File: src/rtl/res_cmd_writer.sv
// Video-mode command producer for the ADV7513 command FIFO write port.
// Optional RES_CMD_STARTUP_SEND_EN: force a write of the first stable code after reset.
module res_cmd_writer #(
    parameter int STABLE_CYCLES = 1024
) (
    input  logic       clock,
    input  logic       reset,
    input  logic [1:0] resolution,
    input  logic       is_240p,
    input  logic       is_480i,
    input  logic       is_576i,
    input  logic       resend,
    input  logic       wrfull,
    output logic       wrreq,
    output logic [7:0] wdata
);

    localparam int CW = (STABLE_CYCLES > 1) ? $clog2(STABLE_CYCLES) : 1;
    localparam logic [CW-1:0] CNT_MAX = CW'(STABLE_CYCLES - 1);

    localparam logic [1:0] IDLE   = 2'd0;
    localparam logic [1:0] SETTLE = 2'd1;
    localparam logic [1:0] WRITE  = 2'd2;

`ifdef RES_CMD_STARTUP_SEND_EN
    localparam logic FORCE_INIT = 1'b1;
`else
    localparam logic FORCE_INIT = 1'b0;
`endif

    logic [1:0]    state, state_n;
    logic [7:0]    cur_code, code;
    logic [7:0]    last_sent, last_n;
    logic [7:0]    candidate, cand_n;
    logic [CW-1:0] cnt, cnt_n;
    logic          force_pend, force_n;
    logic          wr_n;
    logic [7:0]    wdata_n;
    logic [2:0]    mode;
    logic          changed;
    logic          drop;

    // 576i outranks 480i, which outranks 240p
    always_comb begin
        mode = 3'b000;
        if (is_576i)
            mode = 3'b100;
        else if (is_480i)
            mode = 3'b010;
        else if (is_240p)
            mode = 3'b001;
        code = {1'b0, mode, 2'b00, resolution};
    end

    always_ff @(posedge clock or posedge reset) begin
        if (reset)
            cur_code <= 8'h00;
        else
            cur_code <= code;
    end

    assign changed = (cur_code != candidate);
    assign drop    = (cur_code == last_sent) && !force_pend;

    always_comb begin
        state_n = state;
        cand_n  = candidate;
        cnt_n   = cnt;
        last_n  = last_sent;
        wr_n    = 1'b0;
        wdata_n = wdata;
        case (state)
            IDLE: begin
                if ((cur_code != last_sent) || force_pend) begin
                    cand_n  = cur_code;
                    cnt_n   = '0;
                    state_n = SETTLE;
                end
            end
            SETTLE: begin
                if (changed) begin
                    if (drop) begin
                        state_n = IDLE;
                    end else begin
                        cand_n = cur_code;
                        cnt_n  = '0;
                    end
                end else if (cnt == CNT_MAX) begin
                    state_n = WRITE;
                end else begin
                    cnt_n = cnt + 1'b1;
                end
            end
            WRITE: begin
                if (changed) begin
                    if (drop) begin
                        state_n = IDLE;
                    end else begin
                        cand_n  = cur_code;
                        cnt_n   = '0;
                        state_n = SETTLE;
                    end
                end else if (!wrfull) begin
                    wr_n    = 1'b1;
                    wdata_n = candidate;
                    last_n  = candidate;
                    state_n = IDLE;
                end
            end
            default: state_n = IDLE;
        endcase
    end

    // a write consumes any pending resend, including one arriving this cycle
    always_comb begin
        if (wr_n)
            force_n = 1'b0;
        else if (resend)
            force_n = 1'b1;
        else
            force_n = force_pend;
    end

    always_ff @(posedge clock or posedge reset) begin
        if (reset) begin
            state      <= IDLE;
            candidate  <= 8'h00;
            cnt        <= '0;
            last_sent  <= 8'h00;
            force_pend <= FORCE_INIT;
            wrreq      <= 1'b0;
            wdata      <= 8'h00;
        end else begin
            state      <= state_n;
            candidate  <= cand_n;
            cnt        <= cnt_n;
            last_sent  <= last_n;
            force_pend <= force_n;
            wrreq      <= wr_n;
            wdata      <= wdata_n;
        end
    end

endmodule

File: config.mk
export PLATFORM = sky130hd
export DESIGN_NAME = res_cmd_writer
export DESIGN_NICKNAME = d
export VERILOG_FILES = /design/src/rtl/res_cmd_writer.sv
export SDC_FILE = /design/constraint.sdc
export NUM_CORES = 1
export LEC_CHECK = 0
export CORE_MARGIN = 3
export CORE_UTILIZATION = 35
export CTS_CLUSTER_DIAMETER = 50
export DETAILED_ROUTE_END_ITERATION = 10
export HOLD_SLACK_MARGIN = 0.15
export PLACE_DENSITY = 0.59
export SYNTH_ARGS = -nofsm -noshare
export SYNTH_HDL_FRONTEND = slang
export SYNTH_SLANG_ARGS = --single-unit
File: constraint.sdc
create_clock -name clock -period 5.2 [get_ports clock]
set_input_delay 0.52 -clock clock [delete_from_list [all_inputs] [get_ports clock]]
set_output_delay 0.52 -clock clock [all_outputs]
set_load 0.01 [all_outputs]
==> results.json, run 1 <==
{
  "coreArea_sq_mm": 0.00420,
  "nNetsFinal": 183,
  "stdcell_count": 220,
  "grt_start_max_net_pins": 30,
  "floorplan.initialDensity": 0.379,
  "multiInputGateArea_sq_um": 798,
  "pwr_density_cell_mw_per_mm2": 340,
  "synthCells": 154,
  "whs_ns": 0.495,
  "regToRegStartpoint": "last_sent[4]$_DFFE_PP0P_",
  "hp-class": "reg -> reg",
  "syn_area_sq_mm": 0.00159,
  "r2r_end": "candidate[0]$_DFFE_PP0P_",
  "p_seq_frac": 0.400,
  "tns_ns": 0,
  "fmax_mhz": 461,
  "gp_congestion": 0.921,
  "layout.area.seq_sq_um": 726,
  "postRouteAntennaNets": 0,
  "crit_required_ns": 5.37,
  "globalRouteOverflowTotal": 0,
  "internal-power_mw": 0.456,
  "cts-hold-fix-buffers": 0,
  "fillers": 392,
  "grt_first_pass_wirelength_um": 5160,
  "power_frac_clock": 0.380,
  "synthToLayoutAreaGrowth_pct": 17.5,
  "dr.first_iter.drc_count": 101,
  "leakagePower_nw": 0.772,
  "skew_ns": 0.00734,
  "placedCellCount": 212,
  "cts_resized": 0,
  "vias": 1184,
  "drc": 0,
  "worstPathArrival_ns": 2.34,
  "ys_seq_elements": 29,
  "worst_slack_ns": 3.03,
  "final_cell_mix": "29 x dfrtp_1, 14 x clkdlybuf4s50_1, 13 x nand2_1",
  "tightestPinTransition_ns": 1.06,
  "grt_util_all_layers": 0.127,
  "slowest_delay_ns": 0.41,
  "worstSetupPathType": "reg -> reg",
  "cts_setup_buffers": 0,
  "cts-htree-levels": 2,
  "place_hpwl_um": 2240,
  "cp.buffers_inverters": 0,
  "synth_warnings": 0,
  "drt-wirelength-per-cell_um": 13.6,
  "finalCritPeriodShare": 0.417,
  "drv_cap": 0,
  "holdPathStages": 1,
  "clock_latency_ns": 0.28,
  "combPwrFrac": 0.220,
  "cts.sinks": 29,
  "io_pins": 18,
  "clkTransAtPathRegs_ns": 0.07,
  "slowest_stage": "dfrtp_1",
  "crit_family": "simple AND/OR/NAND/NOR gates",
  "antenna_cells": 0,
  "reg2reg_depth": 6,
  "finalSetupViolations": 0,
  "endpoint_kind": "flop",
  "power.switching_mw": 0.179,
  "worst_slew_margin_rel": 0.289,
  "rsz0062_at_grt": "false",
  "final_layout_size_suffix_gt1_frac": 0.171,
  "drv_slew": 0,
  "antenna_found_initial": 0,
  "hold_violations": 0,
  "cts_buffers": 5,
  "period_minus_slack_ns": 2.17,
  "place_ws_ns": 3.04,
  "finalWirelength_um": 2990,
  "synth.distinct_cells": 37,
  "cts_root_buf": "clkbuf_8",
  "final_common_cell": "dfrtp_1",
  "seq_area_frac_synth": 0.456,
  "die_h_um": 73.4,
  "min_to": "cnt[6]$_DFFE_PP0P_",
  "io_buffers": 14,
  "fp.dieW_um": 73.4,
  "vias_per_cell": 5.38,
  "worstHoldStart": "cnt[6]$_DFFE_PP0P_",
  "ir_drop_v": 0.000155,
  "cts_buffer_depth": 2,
  "grt_pass1_vias": 1106,
  "std_cell_rows": 23,
  "crit_fanout": 8,
  "cp-start-kind": "flop",
  "outcome": "finished clean",
  "swShare": 0.282,
  "p_total_mw": 0.635,
  "cts_tree": "built",
  "dr.pass1.iters": 4,
  "r2r_slack_ns": 3.03,
  "syn_avg_cell_area_sq_um": 10.3,
  "die_area_sq_mm": 0.00539,
  "path_cells": "xor2_1, nor4_2, and2_1, nor2_2, o21ai_4, mux2_2"
}
-- power by group through the flow --
| stage | clock (mW) | combinational [mW] | sequential (mW) |
|---|---|---|---|
| after floorplan | 0 | 0.108 | 0.257 |
| after global placement | 0 | 0.136 | 0.257 |
| after detailed placement | 0 | 0.139 | 0.258 |
| after CTS | 0.249 | 0.139 | 0.254 |
| after global routing | 0.262 | 0.154 | 0.257 |
| final | 0.241 | 0.139 | 0.254 |
-- worst max-delay path by stage --
| stage | from | end | slack, ns | depth (start not counted) |
|---|---|---|---|---|
| after detailed placement | last_sent[4]$_DFFE_PP0P_ | candidate[1]$_DFFE_PP0P_ | 3.04 | 6 |
| final | last_sent[4]$_DFFE_PP0P_ | candidate[0]$_DFFE_PP0P_ | 3.03 | 6 |
| after CTS | last_sent[4]$_DFFE_PP0P_ | candidate[1]$_DFFE_PP0P_ | 3.02 | 6 |
| after global routing | state[0]$_DFFE_PP0P_ | cnt[6]$_DFFE_PP0P_ | 2.82 | 7 |
| after global placement | last_sent[4]$_DFFE_PP0P_ | candidate[6]$_DFFE_PP0P_ | 3.04 | 6 |
| after floorplan | last_sent[4]$_DFFE_PP0P_ | candidate[0]$_DFFE_PP0P_ | 3.28 | 7 |
-- Yosys cell counts --
master,count,area (sq um)
nor3_1,1,5.00
clkbuf_1,1,3.75
and2_1,1,6.26
buf_6,1,11.3
o211ai_4,1,21.3
inv_1,6,22.5
nor3b_1,1,7.51
and3_1,2,12.5
o31ai_1,1,7.51
buf_4,3,22.5
o21ai_0,8,40.0
xor2_1,5,43.8
a21oi_1,6,30.0
ha_1,5,62.6
a41oi_1,2,17.5
buf_2,3,15.0
a22oi_1,3,22.5
a32o_1,2,20.0
xnor2_1,5,43.8
and4_1,1,8.76
nor4_1,1,6.26
a31oi_1,7,43.8
dfrtp_1,29,726
or3_1,1,6.26
nand4_1,2,12.5
mux2_2,12,135
nor4_2,1,12.5
conb_1,1,3.75
or2_2,1,6.26
nand2_1,13,48.8
nor2_1,11,41.3
o21ai_4,1,16.3
nor2_2,3,18.8
a21oi_2,2,17.5
nand3_1,6,30.0
nor2b_1,2,12.5
mux2i_1,3,30.0
-- area by class of cell --
| cell class | count | share of cell area |
|---|---|---|
| inverters | 6 | 0.0120 |
| repair buffers | 14 | 0.0750 |
| well taps | 50 | 0.0335 |
| multi-input cells | 113 | 0.427 |
| clock inverters | 2 | 0.0201 |
| clock buffers | 6 | 0.0442 |
| flip-flops and latches | 29 | 0.388 |
-- stage by stage --
step,util,area (sq um)
after floorplan,-,1600
after global placement,0.416,1750
after detailed placement,0.416,1750
after CTS,0.445,1870
after global routing,0.445,1870
final,0.445,1870
-- sequential cells by signal, indices dropped and copies added (netlist names) --
register and cells:
candidate 5, state 2, force_pend 1, last_sent 5
cur_code 5, cnt 10, wrreq 1
-- routing by layer --
layer | GRT usage | share of wire | vias to the layer above
met2 | 0.190 | 0.47 | 29
met1 | 0.162 | 0.46 | 579
li1 | - | - | 572
met5 | 0 | 0 | -
met3 | 0.0506 | 0.058 | 4
met4 | 0.0543 | 0.015 | 0
-- cell families after synthesis --
kind of cell | after synthesis | synth area share
other cells | 1 | 0.00236
buf+inv | 14 | 0.0472
compound gates | 33 | 0.149
simple gates | 47 | 0.148
fa+ha+maj | 5 | 0.0393
xor+xnor | 10 | 0.0550
mux | 15 | 0.104
flops | 29 | 0.456
(Power assumes the default switching activity.)
==> run 2: changes to the inputs <==
- clock period: 5.2 -> 2.2 ns (I/O delays scaled with it)
==> run 2 against run 1 <==
  * Clock power increased by 85%
  * Final area increased by 1.9%
  * Clock-buffer cell count unchanged
  * Critical path type unchanged
  * Non-clock buffer count increased by 8
==> results.json, run 2 (synthesis results as in run 1) <==
{
  "final_cell_mix": "29 x dfrtp_1, 14 x clkdlybuf4s50_1, 13 x nand2_1",
  "drv_slew": 0,
  "largest_register": "cnt",
  "vias": 1224,
  "gp_congestion": 0.834,
  "cts-hold-fix-buffers": 0,
  "period_minus_slack_ns": 1.98,
  "crit_required_ns": 2.36,
  "vias_per_cell": 5.39,
  "clock_latency_ns": 0.28,
  "placedCellCount": 220,
  "clkTransAtPathRegs_ns": 0.06,
  "io_pins": 18,
  "crit_fanout": 5,
  "pwr_density_cell_mw_per_mm2": 745,
  "finalWirelength_um": 3310,
  "worstSetupPathType": "reg -> reg",
  "top_layer": "met4",
  "die_h_um": 73.4,
  "io_buffers": 14,
  "p_seq_frac": 0.424,
  "antenna_found_initial": 0,
  "finalCritPeriodShare": 0.902,
  "final_common_cell": "dfrtp_1",
  "regToRegStartpoint": "last_sent[4]$_DFFE_PP0P_",
  "combPwrFrac": 0.261,
  "final_layout_size_suffix_gt1_frac": 0.209,
  "postRouteAntennaNets": 0,
  "crit_path_start": "last_sent[4]$_DFFE_PP0P_",
  "power_frac_clock": 0.315,
  "largest_reg_flops": 10,
  "grt_start_max_net_pins": 30,
  "outcome": "finished clean",
  "fp.dieW_um": 73.4,
  "nNetsFinal": 191,
  "stdcell_count": 227,
  "grt_pass1_vias": 1181,
  "drc": 0,
  "cp-start-kind": "flop",
  "power.switching_mw": 0.433,
  "swShare": 0.306,
  "antenna_cells": 0,
  "cts_buffer_depth": 2,
  "drv_cap": 0,
  "rsz0062_at_grt": "false",
  "internal-power_mw": 0.985,
  "finalSetupViolations": 0,
  "hp-class": "in -> async",
  "grt_first_pass_wirelength_um": 5570,
  "cts_buffers": 5,
  "endpoint_kind": "flop",
  "cts.sinks": 29,
  "die_area_sq_mm": 0.00539,
  "grt_util_all_layers": 0.136,
  "wl_met3_um": 173,
  "synthToLayoutAreaGrowth_pct": 19.7,
  "dr.pass1.iters": 4,
  "dr.first_iter.drc_count": 137,
  "cts-htree-levels": 2,
  "cts_tree": "built",
  "std_cell_rows": 23,
  "leakagePower_nw": 0.798,
  "tns_ns": 0,
  "floorplan.initialDensity": 0.379,
  "globalRouteOverflowTotal": 0,
  "hold_violations": 0,
  "skew_ns": 0.00323,
  "place_hpwl_um": 2450,
  "m1WireLength_um": 1440,
  "ir_drop_v": 0.000430,
  "fillers": 382,
  "coreArea_sq_mm": 0.00420,
  "cts_root_buf": "clkbuf_8",
  "drt-wirelength-per-cell_um": 14.6,
  "wl_met2_um": 1640,
  "fmax_mhz": 504,
  "worstPathArrival_ns": 2.15
}
[run 2: cell count changes in the layout (fill, tap and decap cells not counted), sizes merged]
cell / delta
bufinv: -1
buf: +8
[run 2: metrics by stage]
| stage | hold slack, ns | area [sq um] | power, mW | utilization | setup slack [ns] |
|---|---|---|---|---|---|
| after global placement | 0.472 | 1810 | 0.965 | 0.431 | 0.206 |
| after floorplan | 0.251 | 1600 | 0.861 | - | 0.282 |
| after detailed placement | 0.487 | 1810 | 0.985 | 0.431 | 0.144 |
| final | 0.311 | 1900 | 1.42 | 0.453 | 0.217 |
| after CTS | 0.321 | 1900 | 1.44 | 0.452 | 0.129 |
| after global routing | 0.355 | 1900 | 1.51 | 0.453 | 0.0383 |
[run 2: worst max-delay path, stage by stage (launching register included)]
cell and delay, ns:
dfrtp_1 0.40, xor2_1 0.17, nor4_2 0.33, and2_1 0.28
nor2_2 0.08, o21ai_4 0.24, mux2_2 0.36
[run 2: power by group through the flow]
stage	logic [mW]	clock network (mW)	registers [mW]
after floorplan	0.254	0	0.607
after global placement	0.358	0	0.608
after detailed placement	0.374	0	0.611
after CTS	0.376	0.466	0.601
after global routing	0.409	0.494	0.605
final	0.370	0.447	0.601
[run 2: worst paths after layout]
path                       depth (start not counted)  slack, ns                  endpoint
max                                                6       0.22  candidate[4]$_DFFE_PP0P_
min                                                3       0.31        cnt[6]$_DFFE_PP0P_
max reg2reg                                        6       0.22  candidate[4]$_DFFE_PP0P_
min reg2reg                                        1       0.50        cnt[6]$_DFFE_PP0P_
max in group asynchronous                          3       1.62  last_sent[4]$_DFFE_PP0P_
min in group clock                                 1       0.38     cur_code[1]$_DFF_PP0_
[run 2: timing repair]
| item | in CTS | in global routing |
|---|---|---|
| setup endpoints to repair | 0 | 2 |
| endpoints found under the hold margin | 0 | 0 |
| resized for setup | 0 | 1 |
| buffers inserted | 0 | 0 |
[run 2: area by class of cell]
class                      instances  area [sq um]  area share
clock buffer                       6          82.6      0.0434
clock inverter                     1          7.51     0.00394
inverter                           6          22.5      0.0118
multi-input combinational        113           803       0.422
sequential                        29           726       0.381
tap                               50          62.6      0.0329
timing repair buffer              22           200       0.105
[run 2: layer usage]
layer,track usage,vias up
met2,0.210,26
li1,-,589
met5,0,-
met3,0.0451,4
met1,0.173,605
met4,0.0644,0
